==> src/rtl/ws2811_rx_if.sv <==
// ws2811_rx byte output port: valid/ready handshake carrying one decoded byte.
interface ws2811_rx_if;
  logic [7:0] out_data;
  logic       out_valid;
  logic       out_ready;

  modport master (
    output out_data,
    output out_valid,
    input  out_ready
  );

  modport slave (
    input  out_data,
    input  out_valid,
    output out_ready
  );
endinterface

==> src/rtl/ws2811_rx.sv <==
// WS2811 line decoder: classifies high-pulse widths into bits, packs bytes,
// detects the latch gap and reports line faults as single-cycle pulses.
module ws2811_rx #(
  parameter int THRESH_CYC   = 38,
  parameter int MIN_HIGH_CYC = 6,
  parameter int MAX_HIGH_CYC = 120,
  parameter int RESET_CYC    = 3000,
  parameter bit LSB_FIRST    = 1'b1
) (
  input  logic        clk,
  input  logic        rst_,
  input  logic        din,
  ws2811_rx_if.master out_if,
  output logic        frame_end,
  output logic        frame_err,
  output logic        err_glitch,
  output logic        err_long,
  output logic        overrun,
  output logic [15:0] byte_count
);

  localparam int CW = $clog2(RESET_CYC + 1);
  localparam logic [CW-1:0] RST_C  = CW'(RESET_CYC);
  localparam logic [CW-1:0] GAP_C  = CW'(RESET_CYC - 1);
  localparam logic [CW-1:0] THR_C  = CW'(THRESH_CYC);
  localparam logic [CW-1:0] MIN_C  = CW'(MIN_HIGH_CYC);
  localparam logic [CW-1:0] MAXM_C = CW'(MAX_HIGH_CYC - 1);
  localparam logic [CW-1:0] ONE_C  = CW'(1);

  typedef enum logic [1:0] {
    SYNC = 2'd0,
    LOW  = 2'd1,
    HIGH = 2'd2
  } state_t;

  state_t state_q, state_d;

  logic          s1_q, din_s_q, prev_q;
  logic [CW-1:0] low_q, low_d;
  logic [CW-1:0] high_q, high_d;
  logic [2:0]    bit_q, bit_d;
  logic [7:0]    sh_q, sh_d;
  logic [7:0]    data_q, data_d;
  logic          valid_q, valid_d;
  logic [15:0]   bc_q, bc_d;
  logic          arm_q, arm_d;
  logic          fe_q, fe_d;
  logic          fr_q, fr_d;
  logic          gl_q, gl_d;
  logic          lg_q, lg_d;
  logic          ov_q, ov_d;

  logic rise, fall, hs, bit_en, bit_v;

  assign rise = din_s_q & ~prev_q;
  assign fall = ~din_s_q & prev_q;
  assign hs   = valid_q & out_if.out_ready;

  always_comb begin
    state_d = state_q;
    low_d   = low_q;
    high_d  = high_q;
    bit_d   = bit_q;
    sh_d    = sh_q;
    data_d  = data_q;
    valid_d = valid_q;
    bc_d    = bc_q;
    arm_d   = arm_q;
    fe_d    = 1'b0;
    fr_d    = 1'b0;
    gl_d    = 1'b0;
    lg_d    = 1'b0;
    ov_d    = 1'b0;
    bit_en  = 1'b0;
    bit_v   = 1'b0;

    if (hs) valid_d = 1'b0;

    unique case (state_q)
      SYNC: begin
        if (din_s_q) begin
          low_d = '0;
        end else if (low_q == GAP_C) begin
          state_d = LOW;
          low_d   = '0;
        end else begin
          low_d = low_q + ONE_C;
        end
      end
      LOW: begin
        if (rise) begin
          state_d = HIGH;
          high_d  = ONE_C;
          if (arm_q) begin
            bc_d  = '0;
            arm_d = 1'b0;
          end
        end else begin
          // Saturation makes the gap fire only once per low period
          if (low_q != RST_C) low_d = low_q + ONE_C;
          if (low_q == GAP_C) begin
            if (bit_q != 3'd0) fr_d = 1'b1;
            else if (bc_q != 16'd0 && !arm_q) fe_d = 1'b1;
            bit_d = 3'd0;
            arm_d = 1'b1;
          end
        end
      end
      HIGH: begin
        if (fall) begin
          if (high_q < MIN_C) begin
            gl_d    = 1'b1;
            bit_d   = 3'd0;
            arm_d   = 1'b1;
            low_d   = '0;
            state_d = SYNC;
          end else begin
            bit_en  = 1'b1;
            low_d   = ONE_C;
            state_d = LOW;
          end
        end else if (high_q == MAXM_C) begin
          lg_d    = 1'b1;
          bit_d   = 3'd0;
          arm_d   = 1'b1;
          low_d   = '0;
          state_d = SYNC;
        end else begin
          high_d = high_q + ONE_C;
        end
      end
      default: state_d = SYNC;
    endcase

    if (bit_en) begin
      bit_v = (high_q >= THR_C);
      sh_d  = LSB_FIRST ? {bit_v, sh_q[7:1]} : {sh_q[6:0], bit_v};
      bit_d = bit_q + 3'd1;
      if (bit_q == 3'd7) begin
        if (bc_q != 16'hFFFF) bc_d = bc_q + 16'd1;
        // A full register being drained this cycle can still take the byte
        if (!valid_q || hs) begin
          data_d  = sh_d;
          valid_d = 1'b1;
        end else begin
          ov_d = 1'b1;
        end
      end
    end
  end

  always_ff @(posedge clk or negedge rst_) begin
    if (!rst_) begin
      s1_q    <= 1'b0;
      din_s_q <= 1'b0;
      prev_q  <= 1'b0;
      state_q <= SYNC;
      low_q   <= '0;
      high_q  <= '0;
      bit_q   <= 3'd0;
      sh_q    <= 8'd0;
      data_q  <= 8'd0;
      valid_q <= 1'b0;
      bc_q    <= 16'd0;
      arm_q   <= 1'b0;
      fe_q    <= 1'b0;
      fr_q    <= 1'b0;
      gl_q    <= 1'b0;
      lg_q    <= 1'b0;
      ov_q    <= 1'b0;
    end else begin
      s1_q    <= din;
      din_s_q <= s1_q;
      prev_q  <= din_s_q;
      state_q <= state_d;
      low_q   <= low_d;
      high_q  <= high_d;
      bit_q   <= bit_d;
      sh_q    <= sh_d;
      data_q  <= data_d;
      valid_q <= valid_d;
      bc_q    <= bc_d;
      arm_q   <= arm_d;
      fe_q    <= fe_d;
      fr_q    <= fr_d;
      gl_q    <= gl_d;
      lg_q    <= lg_d;
      ov_q    <= ov_d;
    end
  end

  assign out_if.out_data  = data_q;
  assign out_if.out_valid = valid_q;
  assign frame_end        = fe_q;
  assign frame_err        = fr_q;
  assign err_glitch       = gl_q;
  assign err_long         = lg_q;
  assign overrun          = ov_q;
  assign byte_count       = bc_q;

endmodule

==> src/flat_wrapper.sv <==
// flat-port wrapper written by rule: the top's interface ports become plain ports
module ws2811_rx_flat 
#(
  parameter int THRESH_CYC   = 38,
  parameter int MIN_HIGH_CYC = 6,
  parameter int MAX_HIGH_CYC = 120,
  parameter int RESET_CYC    = 3000,
  parameter bit LSB_FIRST    = 1'b1
)
  (clk, rst_, din, frame_end, frame_err, err_glitch, err_long, overrun, byte_count, out_if_out_data, out_if_out_valid, out_if_out_ready);
  ws2811_rx_if out_if_i ();
  input  logic clk;
  input  logic rst_;
  input  logic din;
  output logic frame_end;
  output logic frame_err;
  output logic err_glitch;
  output logic err_long;
  output logic overrun;
  output logic [15:0] byte_count;
  output wire logic [$bits(out_if_i.out_data)-1:0] out_if_out_data;
  output wire logic [$bits(out_if_i.out_valid)-1:0] out_if_out_valid;
  input wire logic [$bits(out_if_i.out_ready)-1:0] out_if_out_ready;
  assign out_if_out_data = out_if_i.out_data;
  assign out_if_out_valid = out_if_i.out_valid;
  assign out_if_i.out_ready = out_if_out_ready;
  ws2811_rx #(.THRESH_CYC(THRESH_CYC), .MIN_HIGH_CYC(MIN_HIGH_CYC), .MAX_HIGH_CYC(MAX_HIGH_CYC), .RESET_CYC(RESET_CYC), .LSB_FIRST(LSB_FIRST)) u_core (.clk(clk), .rst_(rst_), .din(din), .out_if(out_if_i), .frame_end(frame_end), .frame_err(frame_err), .err_glitch(err_glitch), .err_long(err_long), .overrun(overrun), .byte_count(byte_count));
endmodule
==> config.mk <==
export PLATFORM = sky130hd
export DESIGN_NAME = ws2811_rx_flat
export DESIGN_NICKNAME = d
export VERILOG_FILES = /design/src/rtl/ws2811_rx_if.sv /design/src/rtl/ws2811_rx.sv /design/src/flat_wrapper.sv
export SDC_FILE = /design/constraint.sdc
export NUM_CORES = 1
export LEC_CHECK = 0
export BUFFER_PORTS_ARGS = -buffer_cell sky130_fd_sc_hd__buf_4
export CAP_MARGIN = 25
export CORE_MARGIN = 2
export CORE_UTILIZATION = 45
export CTS_BUF_LIST = sky130_fd_sc_hd__clkbuf_8
export CTS_CLUSTER_DIAMETER = 100
export CTS_CLUSTER_SIZE = 25
export DETAILED_ROUTE_END_ITERATION = 10
export PLACE_DENSITY_LB_ADDON = 0.2
export SLEW_MARGIN = 20
export SYNTH_ARGS = -nofsm -noshare
export SYNTH_HDL_FRONTEND = slang
export SYNTH_SLANG_ARGS = --single-unit
==> constraint.sdc <==
create_clock -name clk -period 2.28 [get_ports clk]
set_input_delay 0.228 -clock clk [delete_from_list [all_inputs] [get_ports clk]]
set_output_delay 0.228 -clock clk [all_outputs]
set_load 0.1 [all_outputs]
======== After elaboration in Yosys (flattened, before gate mapping) ========
Index checks and enable logic that the tools add are counted.
storage, ports and cells
  bits in registers ....................... 71
  input bits .............................. 4
  output and inout bits ................... 30
  word-level logic and storage cells ...... 128
cells by class
  bitwise operators ....................... 5
  multiplexer cells ....................... 63
  reduce and logical (&&, ||, !) cells .... 16
  eq/ne operators ......................... 21
  $add $sub $neg .......................... 4
  magnitude comparators ................... 2
operator list
  kind                                                                count
  two-way mux 12 bit                                                  9
  two-way mux 16 bit                                                  6
  one-hot mux 12 bit (3 select lines)                                 1
  two-way mux 1 bit                                                   32
  adder 12 x 1 -> 12 bit, second input constant                       2
  one-hot mux 12 bit (2 select lines)                                 1
  two-way mux 3 bit                                                   6
  adder 16 x 1 -> 16 bit, second input constant                       1
  != test 16 bit, second input constant                               1
  AND reduction 4 bit                                                 4
  nonzero test 16 bit                                                 1
  equality test 12 bit, second input constant                         1
  equality test 12 x 7 -> 1 bit, second input constant                1
  greater-or-equal comparator 12 x 6 -> 1 bit, second input constant  1
  < comparator 12 x 3 -> 1 bit, second input constant                 1
  != test 12 bit, second input constant                               1
  two-way mux 2 bit                                                   5
  != test 3 x 1 -> 1 bit, second input constant                       3
  nonzero test 3 bit                                                  3
  != test 2 bit, second input constant                                4
  != test 2 x 1 -> 1 bit, second input constant                       3
  != test 3 bit, second input constant                                2
  one-hot mux 2 bit (3 select lines)                                  1
  one-hot mux 3 bit (2 select lines)                                  1
  16 further kinds                                                    20

======== Depth between registers and ports, before layout ========
  depth in word-level cells ............... 7
  depth in mapped cells ................... 8
  mapped depth without buffers ............ 7

======== Worst setup path after synthesis ========
No wires, ideal clock.
  path kind ............................... register to register
  from .................................... reg u_core.bc_q[0] (netlist: u_core.byte_count[0])
  to ...................................... reg u_core.bc_q[13] (netlist: u_core.byte_count[13])
  path buffers ............................ 1
  slack ................................... -224 ps
  data required time ...................... 2154 ps
  cell stages (with the launch flop) ...... 8
  data arrival time ....................... 2378 ps
  period minus slack after synthesis ...... 2504 ps
  library setup time ...................... 126 ps
  cell sequence ........................... dfrtp_1 -> ha_1 -> nand4_1 -> nor2_1 -> and3_1 -> clkbuf_1 -> nor2_1 -> a221o_1
between the ends
  word-level cells in the longest chain between the ends .. 4
  elaborated cells on any way between the ends .. 5
  those cells by class .................... 1 x add/sub; 1 x eq/ne; 3 x mux
RTL lines
  item                                                      RTL line          source
  start, declared                                           ws2811_rx.sv:45   logic [15:0] bc_q, bc_d;
  start signal, assigned                                    ws2811_rx.sv:164  bc_q <= 16'd0;
  start signal, assigned                                    ws2811_rx.sv:182  bc_q <= bc_d;
  adder 16 x 1 -> 16 bit or != test 16 bit (tied branches)  ws2811_rx.sv:140  if (bc_q != 16'hFFFF) bc_d = bc_q + 16'd1;
  two-way mux 16 bit (*)                                    ws2811_rx.sv:140
  two-way mux 16 bit (*)                                    ws2811_rx.sv:139  if (bit_q == 3'd7) begin
  two-way mux 16 bit (*)                                    ws2811_rx.sv:135  if (bit_en) begin
  via u_core.bc_d[13]                                       ws2811_rx.sv:45
Mark *: on every way through the listed nets, which the timed path passes. The rest lies on a longest branch.
A chain may end at the register's enable or synchronous reset.

======== Final worst setup path ========
  from .................................... reg u_core.high_q[8]
  to ...................................... reg u_core.low_q[10]
between the ends
  word-level cells in the longest chain between the ends .. 3
RTL lines
  item                                     RTL line          source
  start, declared                          ws2811_rx.sv:40   logic [CW-1:0] high_q, high_d;
  start signal, assigned                   ws2811_rx.sv:177  high_q <= high_d;
  equality test 12 x 7 -> 1 bit            ws2811_rx.sv:122  end else if (high_q == MAXM_C) begin
  != test 3 x 1 -> 1 bit (no source line)  -
  AND reduction 4 bit (no source line)     -
  end signal, assigned                     ws2811_rx.sv:176  low_q <= low_d;
  end, declared                            ws2811_rx.sv:39   logic [CW-1:0] low_q, low_d;
No other way between the ends.

==> impl_metrics.yaml <==
setup_path:
  crit_fanout: 15
  path_class: "flip-flop to flip-flop"
  worstPathArrival_ns: 2.38
  critPathSlowestCell: "dfrtp_1"
  r2r_cells: 6
  critPathMaxStageDelay_ns: 0.43
  cp_cell_sequence: "nor4_4, nand4_4, a311oi_2, buf_4, a21bo_1, a22o_1"
  cp.required_ns: 2.51
  critPathLaunchType: "flip-flop"
  end_kind: "flip-flop"
layout:
  final_util: 0.5433
  num_antenna_cells: 0
  drive_above_1_share: 0.2185
  mostFrequentLayoutCell: "dfrtp_1"
  areaGrowthSynthToFinish_pct: 17.14
  final_cell_mix: "64 x dfrtp_1, 51 x nand2_1, 48 x buf_4, 28 x nor2_1, 23 x nand3_1"
  fillCellCount: 735
  nets: 457
sta:
  hold_violations: 8
  setup_slack_ns: 0.1359
  drv_slew: 0
  max_slew_margin: 0.4028
  min_period_over_period: 0.9404
  skew_ns: 0.01788
  fmax_mhz: 466.4
  rsz0062_at_grt: "false"
  hold_slack_ns: -0.02178
  setup_viol: 0
  tns_ns: 0
  worst_pin_slew_ns: 0.8959
  period_needed_ns: 2.144
yosys:
  synth_edf_count: 0
  netlist_area_mm2: 0.003811
  synthTopCellsByArea: "dfrtp_1 46%, nand2_1 5.0%, ha_1 4.6%"
  synth_compound_area_frac: 0.1336
  yosys_warnings: 0
  ys_ff_latch: 70
  ys_seq_area_frac: 0.4596
  synth_fa_ha_area_frac: 0.04596
  avgSynthCellArea_um2: 9.722
  synth_top_family_by_area: "simple AND/OR/NAND/NOR gates"
  synth_top_cell_by_area: "dfrtp_1"
  synthCells: 392
  synth_top_flop_cell: "dfrtp_1"
  synth.distinct_cells: 62
  async_reset_ff_frac: 1.000
  synth_nets: 410
  synthSimpleGateAreaFrac: 0.2521
  synthMuxAreaShare: 0.05351
  synth_top_area_share: 0.4596
  synth_xor_area_frac: 0.02068
clock_network:
  cts_sinks: 70
  clk-insertion-delay-late_ns: 0.36
  cts_tree: "done"
  cts_root_buf: "clkbuf_8"
  cts_buffer_depth: 2
  cts_inserted_buffers: 9
  cts_max_level: 3
  clk_pin_slew_ns: 0.09
  cts_setup_buffers: 0
detailed_routing:
  drt_pre_antenna_iters: 4
  drtAntennaViolNets: 0
  drt-initial-drc-count: 216
  vias: 3117
  finalWirelength_mm: 8.508
  route.detailed.drc: 0
  wl_per_cell_um: 15.50
  via_per_inst: 5.678
grt:
  use_met3: 0.05168
  grt_use_met2: 0.3015
  grt_max_degree: 71
  grt_pass1_vias: 2934
  use_met1: 0.2829
  busiest_layer: "met2"
  grt_usage: 0.2015
  grt_pass1_wl_mm: 14.31
  grt_antenna_before_repair: 0
  gr-total-overflow: 0
floorplan:
  die_area_mm2: 0.009222
  fp.dieW_um: 96.03
  core-area_mm2: 0.008217
  die_h_um: 96.03
  rows: 33
  initial_core_util: 0.4638
  io_pins: 34
pwr:
  power_density_mw_per_mm2: 525.1
  vdd_drop_max_mv: 0.3522
  pwr-share-comb: 0.030
  power_frac_seq: 0.536
  power_switching_uw: 565.0
  intPower_uw: 1779
  power_leakage_uw: 0.002125
  pwr-share-clk: 0.434
  switching_share: 0.2410
worst_hold_path:
  hp-class: "input port to asynchronous set/reset pin"
placement:
  io_buffers: 33
  gp_congestion: 0.9146
  dpl.hpwl_mm: 5.974
  place_ws_ns: 0.09153
flow_run:
  maxCapViolations: 0
run_status:
  violations: "hold timing"
  status: "finished with violations"
logic make-up (layout without fill, tap and decap cells):
| logic type | Yosys count | count (layout) |
|---|---|---|
| xor+xnor | 9 | 9 |
| flops | 70 | 70 |
| buf+inv | 30 | 82 |
| compound gates | 71 | 71 |
| mux | 19 | 19 |
| fa+ha+maj | 14 | 14 |
| simple gates | 179 | 179 |
metrics by stage:
step           area (um2)  cells  power, uW
2_1_floorplan        3817    392       1310
3_3_place_gp         4242    532       1351
3_5_place_dp         4242    532       1353
4_1_cts              4451    549       2376
5_1_grt              4464    549       2459
6_report             4464    549       2344
registers in the layout, indices dropped and copies added (netlist names), 2 cells and up:
register                flops
u_core.out_if.out_data      8
u_core.sh_q                 7
u_core.state_q              2
u_core.low_q               12
u_core.byte_count          16
u_core.high_q              12
u_core.bit_q                3
worst max-delay path: cells and delay by family, from the launching register on:
family	cells	cell delay (ns)
flip-flops	1	0.43
buffers and inverters	1	0.23
AO/OA/AOI/OAI	3	0.73
AND/OR/NAND/NOR	2	0.64
routing by layer:
metal / part of all wire / up-vias / routed length, um
li1: - / 1523 / -
met1: 0.47 / 1507 / 4019
met2: 0.47 / 80 / 4022
met3: 0.047 / 7 / 400
met4: 0.0076 / 0 / 65
met5: 0 / - / 0
cells in the mapped netlist (all sizes together) (2+ instances only):
cell type  instances
nand2             52
buf                5
nor3              12
and4               4
mux2i              8
a311oi             2
dfrtp             70
o21ai             20
inv               17
a21boi             3
xor2               2
nand2b             3
a22o              12
a211o              2
ha                14
a21oi              8
mux2              11
and2               6
nand4             14
o31ai              6
xnor2              7
or4                5
nor4               8
and3               8
o2111ai            2
clkbuf             8
nor4b              2
nand3             24
nor2b              6
nor2              30
power by group through the flow:
stage          clock network (uW)  registers, uW  logic, uW
2_1_floorplan                   0           1280       32.3
3_3_place_gp                    0           1280       69.4
3_5_place_dp                    0           1280       71.3
4_1_cts                      1050           1260       73.2
5_1_grt                      1120           1260       82.2
6_report                     1020           1260       70.0
worst paths after layout:
kind / startpoint / to / slack, ns
max: u_core.high_q[8] / u_core.low_q[10] / 0.14
min: rst_ / u_core.byte_count[0] / -0.02
max reg2reg: u_core.high_q[8] / u_core.low_q[10] / 0.14
min reg2reg: u_core.s1_q / u_core.din_s_q / 0.36
max in group asynchronous: rst_ / u_core.high_q[1] / 1.64
min in group clk: out_if_out_ready / u_core.overrun / 0.20
layout make-up:
type	count	area, um2	share of cell area
clock buffers	9	123.9	0.02775
clock inverters	7	75.07	0.01682
well taps	105	131.4	0.02943
flip-flops and latches	70	1759	0.3941
multi-input cells	292	1941	0.4347
repair buffers	49	370.4	0.08296
inverters	17	63.81	0.01429
what timing repair did:
action | in CTS | in global routing
endpoints found under the setup margin | 0 | 19
hold buffers | 1 | 0
hold endpoints to repair | 1 | 0
gates resized for setup | 0 | 5
Power figures use the tool's default switching activity.
